--- src/rtl/lcd_char_writer_if.sv ---
`default_nettype none
// ============================================================================
// Module   : lcd_char_writer_if
// Purpose  : Request/status interface between the register-display controller
//            (master) and the LCD character writer (slave).
// Signals  : I_START  - one-cycle refresh request (master -> slave)
//            I_WDATA0 - line-1 image, column 0 in [127:120]
//            I_WDATA1 - line-2 image, same packing
//            O_DONE   - one-cycle pulse when a refresh completes (slave -> master)
//            O_BUSY   - high whenever I_START would be ignored
// Revision : 1.0 - initial release
// ============================================================================
interface lcd_char_writer_if;
    logic         I_START;
    logic [127:0] I_WDATA0;
    logic [127:0] I_WDATA1;
    logic         O_DONE;
    logic         O_BUSY;

    modport master (
        output I_START,
        output I_WDATA0,
        output I_WDATA1,
        input  O_DONE,
        input  O_BUSY
    );

    modport slave (
        input  I_START,
        input  I_WDATA0,
        input  I_WDATA1,
        output O_DONE,
        output O_BUSY
    );
endinterface
`default_nettype wire

--- src/rtl/lcd_char_writer.sv ---
`default_nettype none
// ============================================================================
// Module   : lcd_char_writer
// Purpose  : Physical-bus engine for a 16x2 HD44780-compatible character LCD
//            in 8-bit write-only mode. Runs the power-up initialisation on its
//            own after reset, then on each refresh request rewrites both
//            display lines and pulses O_DONE.
// Ports    : I_CLK       - system clock (50 MHz)
//            I_RSTF      - asynchronous active-low reset
//            bus         - lcd_char_writer_if.slave (I_START, I_WDATA0/1,
//                          O_DONE, O_BUSY)
//            O_LCD_ON    - LCD power enable, 1 from the first clock after reset
//            O_LCD_EN    - LCD enable strobe
//            O_LCD_RS    - register select (0 = command, 1 = data)
//            O_LCD_RWF   - read/write select, always 0 (write)
//            O_LCD_DATA  - LCD data bus
// Options  : LCD_CLEAR_ON_START_EN - when defined, every refresh is prefixed
//            with a clear-display command (0x01) so stale characters are
//            erased; otherwise the display is overwritten in place.
// Revision : 1.0 - initial release
// ============================================================================
module lcd_char_writer #(
    parameter int SETUP_CYC    = 4,        // RS/DATA stable before EN rises
    parameter int EN_CYC       = 25,       // EN high time
    parameter int WAIT_CYC     = 2500,     // wait after a normal write
    parameter int CLR_WAIT_CYC = 100000,   // wait after clear-display (0x01)
    parameter int PWR_WAIT_CYC = 1000000   // wait after reset before init
) (
    input  wire logic              I_CLK,
    input  wire logic              I_RSTF,
    lcd_char_writer_if.slave       bus,
    output logic                   O_LCD_ON,
    output logic                   O_LCD_EN,
    output logic                   O_LCD_RS,
    output logic                   O_LCD_RWF,
    output logic [7:0]             O_LCD_DATA
);

    // ------------------------------------------------------------------------
    // Constants
    // ------------------------------------------------------------------------
    function automatic int max_of(input int a, input int b);
        return (a > b) ? a : b;
    endfunction

    // The single phase counter is shared by every timed interval, so it is
    // sized for the longest one.
    localparam int c_max_cyc = max_of(max_of(max_of(SETUP_CYC, EN_CYC),
                                             max_of(WAIT_CYC, CLR_WAIT_CYC)),
                                      PWR_WAIT_CYC);
    localparam int c_cnt_w   = $clog2(c_max_cyc + 1);

`ifdef LCD_CLEAR_ON_START_EN
    localparam int c_xfer_pre = 1;     // leading clear-display write
`else
    localparam int c_xfer_pre = 0;
`endif
    localparam int c_xfer_writes = 34 + c_xfer_pre;
    localparam int c_init_writes = 4;

    localparam logic [c_cnt_w-1:0] c_setup_last = c_cnt_w'(SETUP_CYC - 1);
    localparam logic [c_cnt_w-1:0] c_en_last    = c_cnt_w'(EN_CYC - 1);
    localparam logic [c_cnt_w-1:0] c_wait_last  = c_cnt_w'(WAIT_CYC - 1);
    localparam logic [c_cnt_w-1:0] c_clr_last   = c_cnt_w'(CLR_WAIT_CYC - 1);
    localparam logic [c_cnt_w-1:0] c_pwr_last   = c_cnt_w'(PWR_WAIT_CYC - 1);
    localparam logic [5:0]         c_init_last  = 6'(c_init_writes - 1);
    localparam logic [5:0]         c_xfer_last  = 6'(c_xfer_writes - 1);

    // ------------------------------------------------------------------------
    // State encodings
    // ------------------------------------------------------------------------
    typedef enum logic [2:0] {
        ST_PWR_WAIT = 3'd0,
        ST_INIT     = 3'd1,
        ST_IDLE     = 3'd2,
        ST_XFER     = 3'd3,
        ST_DONE     = 3'd4
    } state_t;

    // Sub-phase of a single write (used in ST_INIT and ST_XFER)
    typedef enum logic [1:0] {
        PH_SETUP = 2'd0,
        PH_PULSE = 2'd1,
        PH_WAIT  = 2'd2
    } phase_t;

    // ------------------------------------------------------------------------
    // Byte tables, returned as {RS, DATA}
    // ------------------------------------------------------------------------
    function automatic logic [8:0] init_byte(input logic [5:0] idx);
        logic [8:0] b;
        case (idx)
            6'd0:    b = 9'h038;   // 8-bit bus, 2 lines, 5x8 font
            6'd1:    b = 9'h00C;   // display on, cursor off
            6'd2:    b = 9'h001;   // clear display
            default: b = 9'h006;   // increment, no shift
        endcase
        return b;
    endfunction

    // k is the refresh write number with any leading clear removed:
    // 0 = line-1 address, 1..16 = line-1 columns, 17 = line-2 address,
    // 18..33 = line-2 columns. Column c lives at bits [8*(15-c) +: 8].
    function automatic logic [8:0] xfer_byte(input logic [5:0]   idx,
                                             input logic [127:0] l0,
                                             input logic [127:0] l1);
        int         k;
        logic [8:0] b;
        k = int'(idx) - c_xfer_pre;
        if (k < 0)
            b = 9'h001;
        else if (k == 0)
            b = 9'h080;
        else if (k <= 16)
            b = {1'b1, l0[8*(16-k) +: 8]};
        else if (k == 17)
            b = 9'h0C0;
        else if (k <= 33)
            b = {1'b1, l1[8*(33-k) +: 8]};
        else
            b = 9'h080;
        return b;
    endfunction

    // ------------------------------------------------------------------------
    // Registers and next-state wires
    // ------------------------------------------------------------------------
    state_t               r_state,  w_state_nxt;
    phase_t               r_phase,  w_phase_nxt;
    logic [c_cnt_w-1:0]   r_cnt,    w_cnt_nxt;
    logic [5:0]           r_idx,    w_idx_nxt;
    logic                 r_rs,     w_rs_nxt;
    logic [7:0]           r_data,   w_data_nxt;
    logic [127:0]         r_line0,  w_line0_nxt;
    logic [127:0]         r_line1,  w_line1_nxt;
    logic                 r_lcd_on;

    logic [c_cnt_w-1:0]   w_wait_last;
    logic [5:0]           w_idx_inc;
    logic [8:0]           w_byte_nxt;

    // Post-write wait length depends on the byte currently on the bus.
    assign w_wait_last = (!r_rs && (r_data == 8'h01)) ? c_clr_last : c_wait_last;
    assign w_idx_inc   = r_idx + 6'd1;
    assign w_byte_nxt  = (r_state == ST_INIT) ? init_byte(w_idx_inc)
                                              : xfer_byte(w_idx_inc, r_line0, r_line1);

    // ------------------------------------------------------------------------
    // State register
    // ------------------------------------------------------------------------
    always_ff @(posedge I_CLK or negedge I_RSTF) begin
        if (!I_RSTF) begin
            r_state  <= ST_PWR_WAIT;
            r_phase  <= PH_SETUP;
            r_cnt    <= '0;
            r_idx    <= '0;
            r_rs     <= 1'b0;
            r_data   <= 8'h00;
            r_line0  <= '0;
            r_line1  <= '0;
            r_lcd_on <= 1'b0;
        end else begin
            r_state  <= w_state_nxt;
            r_phase  <= w_phase_nxt;
            r_cnt    <= w_cnt_nxt;
            r_idx    <= w_idx_nxt;
            r_rs     <= w_rs_nxt;
            r_data   <= w_data_nxt;
            r_line0  <= w_line0_nxt;
            r_line1  <= w_line1_nxt;
            r_lcd_on <= 1'b1;
        end
    end

    // ------------------------------------------------------------------------
    // Next-state logic
    // RS/DATA are only reloaded when a new write begins, so they hold through
    // the PULSE and WAIT phases of the current write.
    // ------------------------------------------------------------------------
    always_comb begin
        w_state_nxt = r_state;
        w_phase_nxt = r_phase;
        w_cnt_nxt   = r_cnt;
        w_idx_nxt   = r_idx;
        w_rs_nxt    = r_rs;
        w_data_nxt  = r_data;
        w_line0_nxt = r_line0;
        w_line1_nxt = r_line1;

        case (r_state)
            ST_PWR_WAIT: begin
                if (r_cnt == c_pwr_last) begin
                    w_state_nxt             = ST_INIT;
                    w_phase_nxt             = PH_SETUP;
                    w_cnt_nxt               = '0;
                    w_idx_nxt               = '0;
                    {w_rs_nxt, w_data_nxt}  = init_byte(6'd0);
                end else begin
                    w_cnt_nxt = r_cnt + c_cnt_w'(1);
                end
            end

            ST_INIT, ST_XFER: begin
                case (r_phase)
                    PH_SETUP: begin
                        if (r_cnt == c_setup_last) begin
                            w_phase_nxt = PH_PULSE;
                            w_cnt_nxt   = '0;
                        end else begin
                            w_cnt_nxt = r_cnt + c_cnt_w'(1);
                        end
                    end
                    PH_PULSE: begin
                        if (r_cnt == c_en_last) begin
                            w_phase_nxt = PH_WAIT;
                            w_cnt_nxt   = '0;
                        end else begin
                            w_cnt_nxt = r_cnt + c_cnt_w'(1);
                        end
                    end
                    PH_WAIT: begin
                        if (r_cnt == w_wait_last) begin
                            w_cnt_nxt   = '0;
                            w_phase_nxt = PH_SETUP;
                            if ((r_state == ST_INIT) && (r_idx == c_init_last)) begin
                                w_state_nxt = ST_IDLE;
                            end else if ((r_state == ST_XFER) && (r_idx == c_xfer_last)) begin
                                w_state_nxt = ST_DONE;
                            end else begin
                                w_idx_nxt              = w_idx_inc;
                                {w_rs_nxt, w_data_nxt} = w_byte_nxt;
                            end
                        end else begin
                            w_cnt_nxt = r_cnt + c_cnt_w'(1);
                        end
                    end
                    default: begin
                        w_phase_nxt = PH_SETUP;
                        w_cnt_nxt   = '0;
                    end
                endcase
            end

            ST_IDLE: begin
                // Line images are captured on the request cycle; later input
                // changes do not affect the refresh in progress.
                if (bus.I_START) begin
                    w_state_nxt            = ST_XFER;
                    w_phase_nxt            = PH_SETUP;
                    w_cnt_nxt              = '0;
                    w_idx_nxt              = '0;
                    w_line0_nxt            = bus.I_WDATA0;
                    w_line1_nxt            = bus.I_WDATA1;
                    {w_rs_nxt, w_data_nxt} = xfer_byte(6'd0, bus.I_WDATA0, bus.I_WDATA1);
                end
            end

            ST_DONE: begin
                w_state_nxt = ST_IDLE;
            end

            default: begin
                w_state_nxt = ST_PWR_WAIT;
                w_cnt_nxt   = '0;
            end
        endcase
    end

    // ------------------------------------------------------------------------
    // Outputs, decoded from registers so that reset clears them at once
    // ------------------------------------------------------------------------
    assign O_LCD_ON    = r_lcd_on;
    assign O_LCD_EN    = ((r_state == ST_INIT) || (r_state == ST_XFER)) && (r_phase == PH_PULSE);
    assign O_LCD_RS    = r_rs;
    assign O_LCD_RWF   = 1'b0;
    assign O_LCD_DATA  = r_data;
    assign bus.O_DONE  = (r_state == ST_DONE);
    assign bus.O_BUSY  = (r_state != ST_IDLE);

endmodule
`default_nettype wire

--- src/flat_wrapper.sv ---
// flat-port wrapper written by rule: the top's interface ports become plain ports
module lcd_char_writer_flat 
#(
    parameter int SETUP_CYC    = 4,                                         
    parameter int EN_CYC       = 25,                      
    parameter int WAIT_CYC     = 2500,                                 
    parameter int CLR_WAIT_CYC = 100000,                                     
    parameter int PWR_WAIT_CYC = 1000000                                  
)
  (I_CLK, I_RSTF, O_LCD_ON, O_LCD_EN, O_LCD_RS, O_LCD_RWF, O_LCD_DATA, bus_I_START, bus_I_WDATA0, bus_I_WDATA1, bus_O_DONE, bus_O_BUSY);
  lcd_char_writer_if bus_i ();
  input  wire logic I_CLK;
  input  wire logic I_RSTF;
  output logic O_LCD_ON;
  output logic O_LCD_EN;
  output logic O_LCD_RS;
  output logic O_LCD_RWF;
  output logic [7:0] O_LCD_DATA;
  input wire logic [$bits(bus_i.I_START)-1:0] bus_I_START;
  input wire logic [$bits(bus_i.I_WDATA0)-1:0] bus_I_WDATA0;
  input wire logic [$bits(bus_i.I_WDATA1)-1:0] bus_I_WDATA1;
  output wire logic [$bits(bus_i.O_DONE)-1:0] bus_O_DONE;
  output wire logic [$bits(bus_i.O_BUSY)-1:0] bus_O_BUSY;
  assign bus_i.I_START = bus_I_START;
  assign bus_i.I_WDATA0 = bus_I_WDATA0;
  assign bus_i.I_WDATA1 = bus_I_WDATA1;
  assign bus_O_DONE = bus_i.O_DONE;
  assign bus_O_BUSY = bus_i.O_BUSY;
  lcd_char_writer #(.SETUP_CYC(SETUP_CYC), .EN_CYC(EN_CYC), .WAIT_CYC(WAIT_CYC), .CLR_WAIT_CYC(CLR_WAIT_CYC), .PWR_WAIT_CYC(PWR_WAIT_CYC)) u_core (.I_CLK(I_CLK), .I_RSTF(I_RSTF), .bus(bus_i), .O_LCD_ON(O_LCD_ON), .O_LCD_EN(O_LCD_EN), .O_LCD_RS(O_LCD_RS), .O_LCD_RWF(O_LCD_RWF), .O_LCD_DATA(O_LCD_DATA));
endmodule
--- config.mk ---
export PLATFORM = sky130hd
export DESIGN_NAME = lcd_char_writer_flat
export DESIGN_NICKNAME = d
export VERILOG_FILES = /design/src/rtl/lcd_char_writer_if.sv /design/src/rtl/lcd_char_writer.sv /design/src/flat_wrapper.sv
export SDC_FILE = /design/constraint.sdc
export NUM_CORES = 1
export LEC_CHECK = 0
export CAP_MARGIN = 0
export CORE_MARGIN = 10
export CORE_UTILIZATION = 45
export CTS_CLUSTER_SIZE = 12
export DETAILED_ROUTE_END_ITERATION = 7
export PLACE_DENSITY = 0.74
export SLEW_MARGIN = 30
export SYNTH_ARGS = -nofsm -noshare
export SYNTH_HDL_FRONTEND = slang
export SYNTH_SLANG_ARGS = --single-unit
--- constraint.sdc ---
create_clock -name I_CLK -period 4.93 [get_ports I_CLK]
set_input_delay 0.986 -clock I_CLK [delete_from_list [all_inputs] [get_ports I_CLK]]
set_output_delay 0.986 -clock I_CLK [all_outputs]
set_load 0.005 [all_outputs]
==> flow_metrics.env <==
export IMPL_grt_max_degree=115
export IMPL_criticalPathCategory="register to register"
export IMPL_insertion_delay_ns=0.51
export IMPL_ctsHoldBuffers=0
export IMPL_grt_pass1_vias=10500
export IMPL_vias_per_cell=5.69
export IMPL_die_area_um2=39000
export IMPL_ctsResizeCount=0
export IMPL_grt_overflow=0
export IMPL_layout_drive_gt1_share=0.328
export IMPL_synth_xor_area_frac=0.00855
export IMPL_dp_slack_ns=1.28
export IMPL_synth_edff_count=0
export IMPL_synth_top_family_by_area="multiplexers"
export IMPL_tightest_slew_ns=0.943
export IMPL_synth_area_um2=14200
export IMPL_comb_power_share=0.054
export IMPL_cts_tree="done"
export IMPL_num_vias=9439
export IMPL_cts_max_path_buffers=3
export IMPL_power_frac_seq=0.475
export IMPL_start_util=0.460
export IMPL_postRouteWirelength_mm=40.0
export IMPL_fmax_ghz=0.273
export IMPL_drcViolationCount=0
export IMPL_p_sw_frac=0.206
export IMPL_fillCellCount=2381
export IMPL_synth_warnings=0
export IMPL_max_cap_violations=0
export IMPL_cp_cell_sequence="ha_1, xnor2_1, ha_1, o2111ai_1, o21ai_0, a211oi_1, nor2_1, nor4b_1, a22o_1, a221o_1"
export IMPL_fin_skew_ns=0.0209
export IMPL_hold_viol_final=0
export IMPL_yosysSeqAreaShare=0.524
export IMPL_cts_setup_buffers=0
export IMPL_drt_iter0_drc=542
export IMPL_crit_top_cell="ha_1"
export IMPL_clkPwrFrac=0.471
export IMPL_grt_pass1_wl_mm=62.7
export IMPL_slowest_stage="nor4b_1"
export IMPL_fp_dieH_um=198
export IMPL_max_slew_margin_rel=0.362
export IMPL_wl_per_cell_um=24.1
export IMPL_rsz0062_at_grt="false"
export IMPL_start_kind="register"
export IMPL_final_setup_tns_ns=0
export IMPL_finalCritPeriodShare=0.744
export IMPL_htree_levels=2
export IMPL_fin_hold_ws_ns=0.334
export IMPL_synth_compound_area_frac=0.0487
export IMPL_peakVddDrop_uv=211
export IMPL_nNetsFinal=1510
export IMPL_synthAdderAreaFrac=0.00529
export IMPL_grt_antenna_before_repair=3
export IMPL_clock_sinks=297
export IMPL_synthArstFlopShare=1.00
export IMPL_ioPinCount=273
export IMPL_min_path_type="input pin to async pin"
export IMPL_reg2regPathDepth=10
export IMPL_synth_cell_types=62
export IMPL_fin_area_um2=18400
export IMPL_firstDrtPassIters=5
export IMPL_p_int_mw=4.08
export IMPL_syn_avg_cell_area_um2=14.3
export IMPL_setup_violations=0
export IMPL_p_per_area_nw_per_um2=279
export IMPL_synthCells=990
export IMPL_ys_ff_latch=297
export IMPL_grt_usage=0.207
export IMPL_portBuffers=271
export IMPL_placementRows=64
export IMPL_drtAntennaViolNets=0
export IMPL_cts_made_buffers=34
export IMPL_fp_coreArea_um2=30800
export IMPL_slew_violations=0
export IMPL_gp_congestion=0.962
export IMPL_outcome="finished clean"
export IMPL_place_area_um2=17300
export IMPL_min_period_ns=3.67
export IMPL_clkTransAtPathRegs_ns=0.06
export IMPL_crit_arrival_ns=4.09
export IMPL_cp_end_kind="register"
export IMPL_hpwl_mm=29.8
export IMPL_syn_to_final_growth_pct=29.6
export IMPL_p_total_mw=5.14
export IMPL_p_leak_nw=8.48
export IMPL_yosys_mux_area_fraction=0.337
export IMPL_required_ns=5.36
export IMPL_ys_flop_type="dfrtp_1"
export IMPL_critPathMaxStageDelay_ns=0.84
export IMPL_p_switching_mw=1.06
export IMPL_cp_max_fo=21
export IMPL_fp_dieW_um=198
export IMPL_fin_ws_ns=1.26
export IMPL_cts_root_buf="clkbuf_16"
export IMPL_synth_fp_nets=1255
export IMPL_synthSimpleGateAreaFrac=0.0536
path summary, 6_finish.rpt:
check,startpoint,endpoint,slack [ns]
max in group asynchronous,I_RSTF,u_core.r_idx[2]$_DFFE_PN0P_,3.39
worst max register to register,u_core.r_idx[0]$_DFFE_PN0P_,u_core.O_LCD_DATA[5]$_DFFE_PN0P_,1.26
min in group I_CLK,u_core.r_line1[86]$_DFFE_PN0P_,u_core.r_line1[86]$_DFFE_PN0P_,0.50
worst max-delay path,u_core.r_idx[0]$_DFFE_PN0P_,u_core.O_LCD_DATA[5]$_DFFE_PN0P_,1.26
worst min register to register,u_core.r_line1[86]$_DFFE_PN0P_,u_core.r_line1[86]$_DFFE_PN0P_,0.50
worst min-delay path,I_RSTF,u_core.r_line1[73]$_DFFE_PN0P_,0.33
state kept, by name, indices dropped and copies added (netlist names):
name,cells
u_core.O_LCD_DATA,8
u_core.O_LCD_ON,1
u_core.O_LCD_RS,1
u_core.r_cnt,20
u_core.r_idx,6
u_core.r_line0,128
u_core.r_line1,128
u_core.r_phase,2
u_core.r_state,3
cells in the mapped netlist, drive strengths merged (2+ instances only):
master	n	area [um^2]
a41oi	3	26.3
xnor2	8	77.6
clkbuf	50	188
a221o	4	40.0
a41o	2	20.0
a21oi	18	90.1
o21ai	24	120
or4	3	22.5
o22ai	2	12.5
nand3	18	90.1
nand2b	4	25.0
dfrtp	297	7430
a211oi	4	30.0
and4	2	17.5
mux2i	10	100
or3	5	36.3
a211o	3	26.3
ha	6	75.1
or2	9	56.3
a221oi	2	23.8
a31oi	14	87.6
and3	10	63.8
buf	15	88.8
conb	2	7.51
nor2	27	101
and2	5	31.3
mux2	258	2910
nor4b	2	17.5
nor3	8	40.0
nor4	5	31.3
a22oi	2	15.0
nor3b	2	15.0
a22o	6	52.6
o31ai	2	15.0
xor2	5	43.8
inv	14	52.6
o2111ai	2	17.5
a21boi	4	30.0
nand2	39	146
mux4	78	1770
nand4	6	37.5
cell type report:
class,instances,area [um^2],area share
sequential,297,7440,0.404
clock inverter,7,92.6,0.00503
inverter,14,52.6,0.00286
timing repair buffer,284,2910,0.158
tap,396,495,0.0269
multi-input combinational,614,6450,0.351
antenna,2,5.00,0.000272
clock buffer,45,953,0.0518
critical path: cells and delay by family (launching register included):
kind,cells,cell delay [ns]
adders and majority gates,2,0.81
AOI/OAI and AO/OA,5,0.98
DFF,1,0.67
and+or+nand+nor,2,0.97
xor gates and xnor gates,1,0.13
through the flow:
stage / std cells / util
floorplan: 990 / -
global placement: 1604 / 0.562
detailed placement: 1604 / 0.562
CTS: 1656 / 0.596
global route: 1659 / 0.597
finish: 1659 / 0.597
power groups by stage:
stage                     registers [mW]  logic [mW]  clock network (mW)
after floorplan                     2.48     0.00253                   0
after global placement              2.48       0.280                   0
after detailed placement            2.48       0.280                   0
after CTS                           2.44       0.282                2.47
after global routing                2.44       0.297                2.58
final                               2.44       0.278                2.42
placed cells by master, fill, tap and decap left out, types with 7 or more instances in the layout:
cell type          n
mux4_2            74
a31oi_1           14
clkbuf_16         35
o21ai_0           21
inv_1             14
nand2_1           39
clkdlybuf4s50_1  270
dfrtp_1          296
mux2i_1           10
nand3_1           18
or2_2              9
mux2_2           258
nor2_1            25
nor3_1             8
and3_1             8
xnor2_1            7
a21oi_1           18
cells by family (layout without fill, tap and decap cells):
logic type	after synthesis	count (layout)
DFF	297	297
other	2	4
and+or+nand+nor	148	148
AOI/OAI and AO/OA	99	99
muxes	346	346
buffers and inverters	79	350
xor gates and xnor gates	13	13
adders and majority gates	6	6
per-layer routing:
metal | GRT usage | share of wire
met4 | 0.0541 | 0.020
met2 | 0.344 | 0.50
met5 | 0 | 0
met1 | 0.269 | 0.42
met3 | 0.0440 | 0.055
Power figures use the tool's default switching activity.
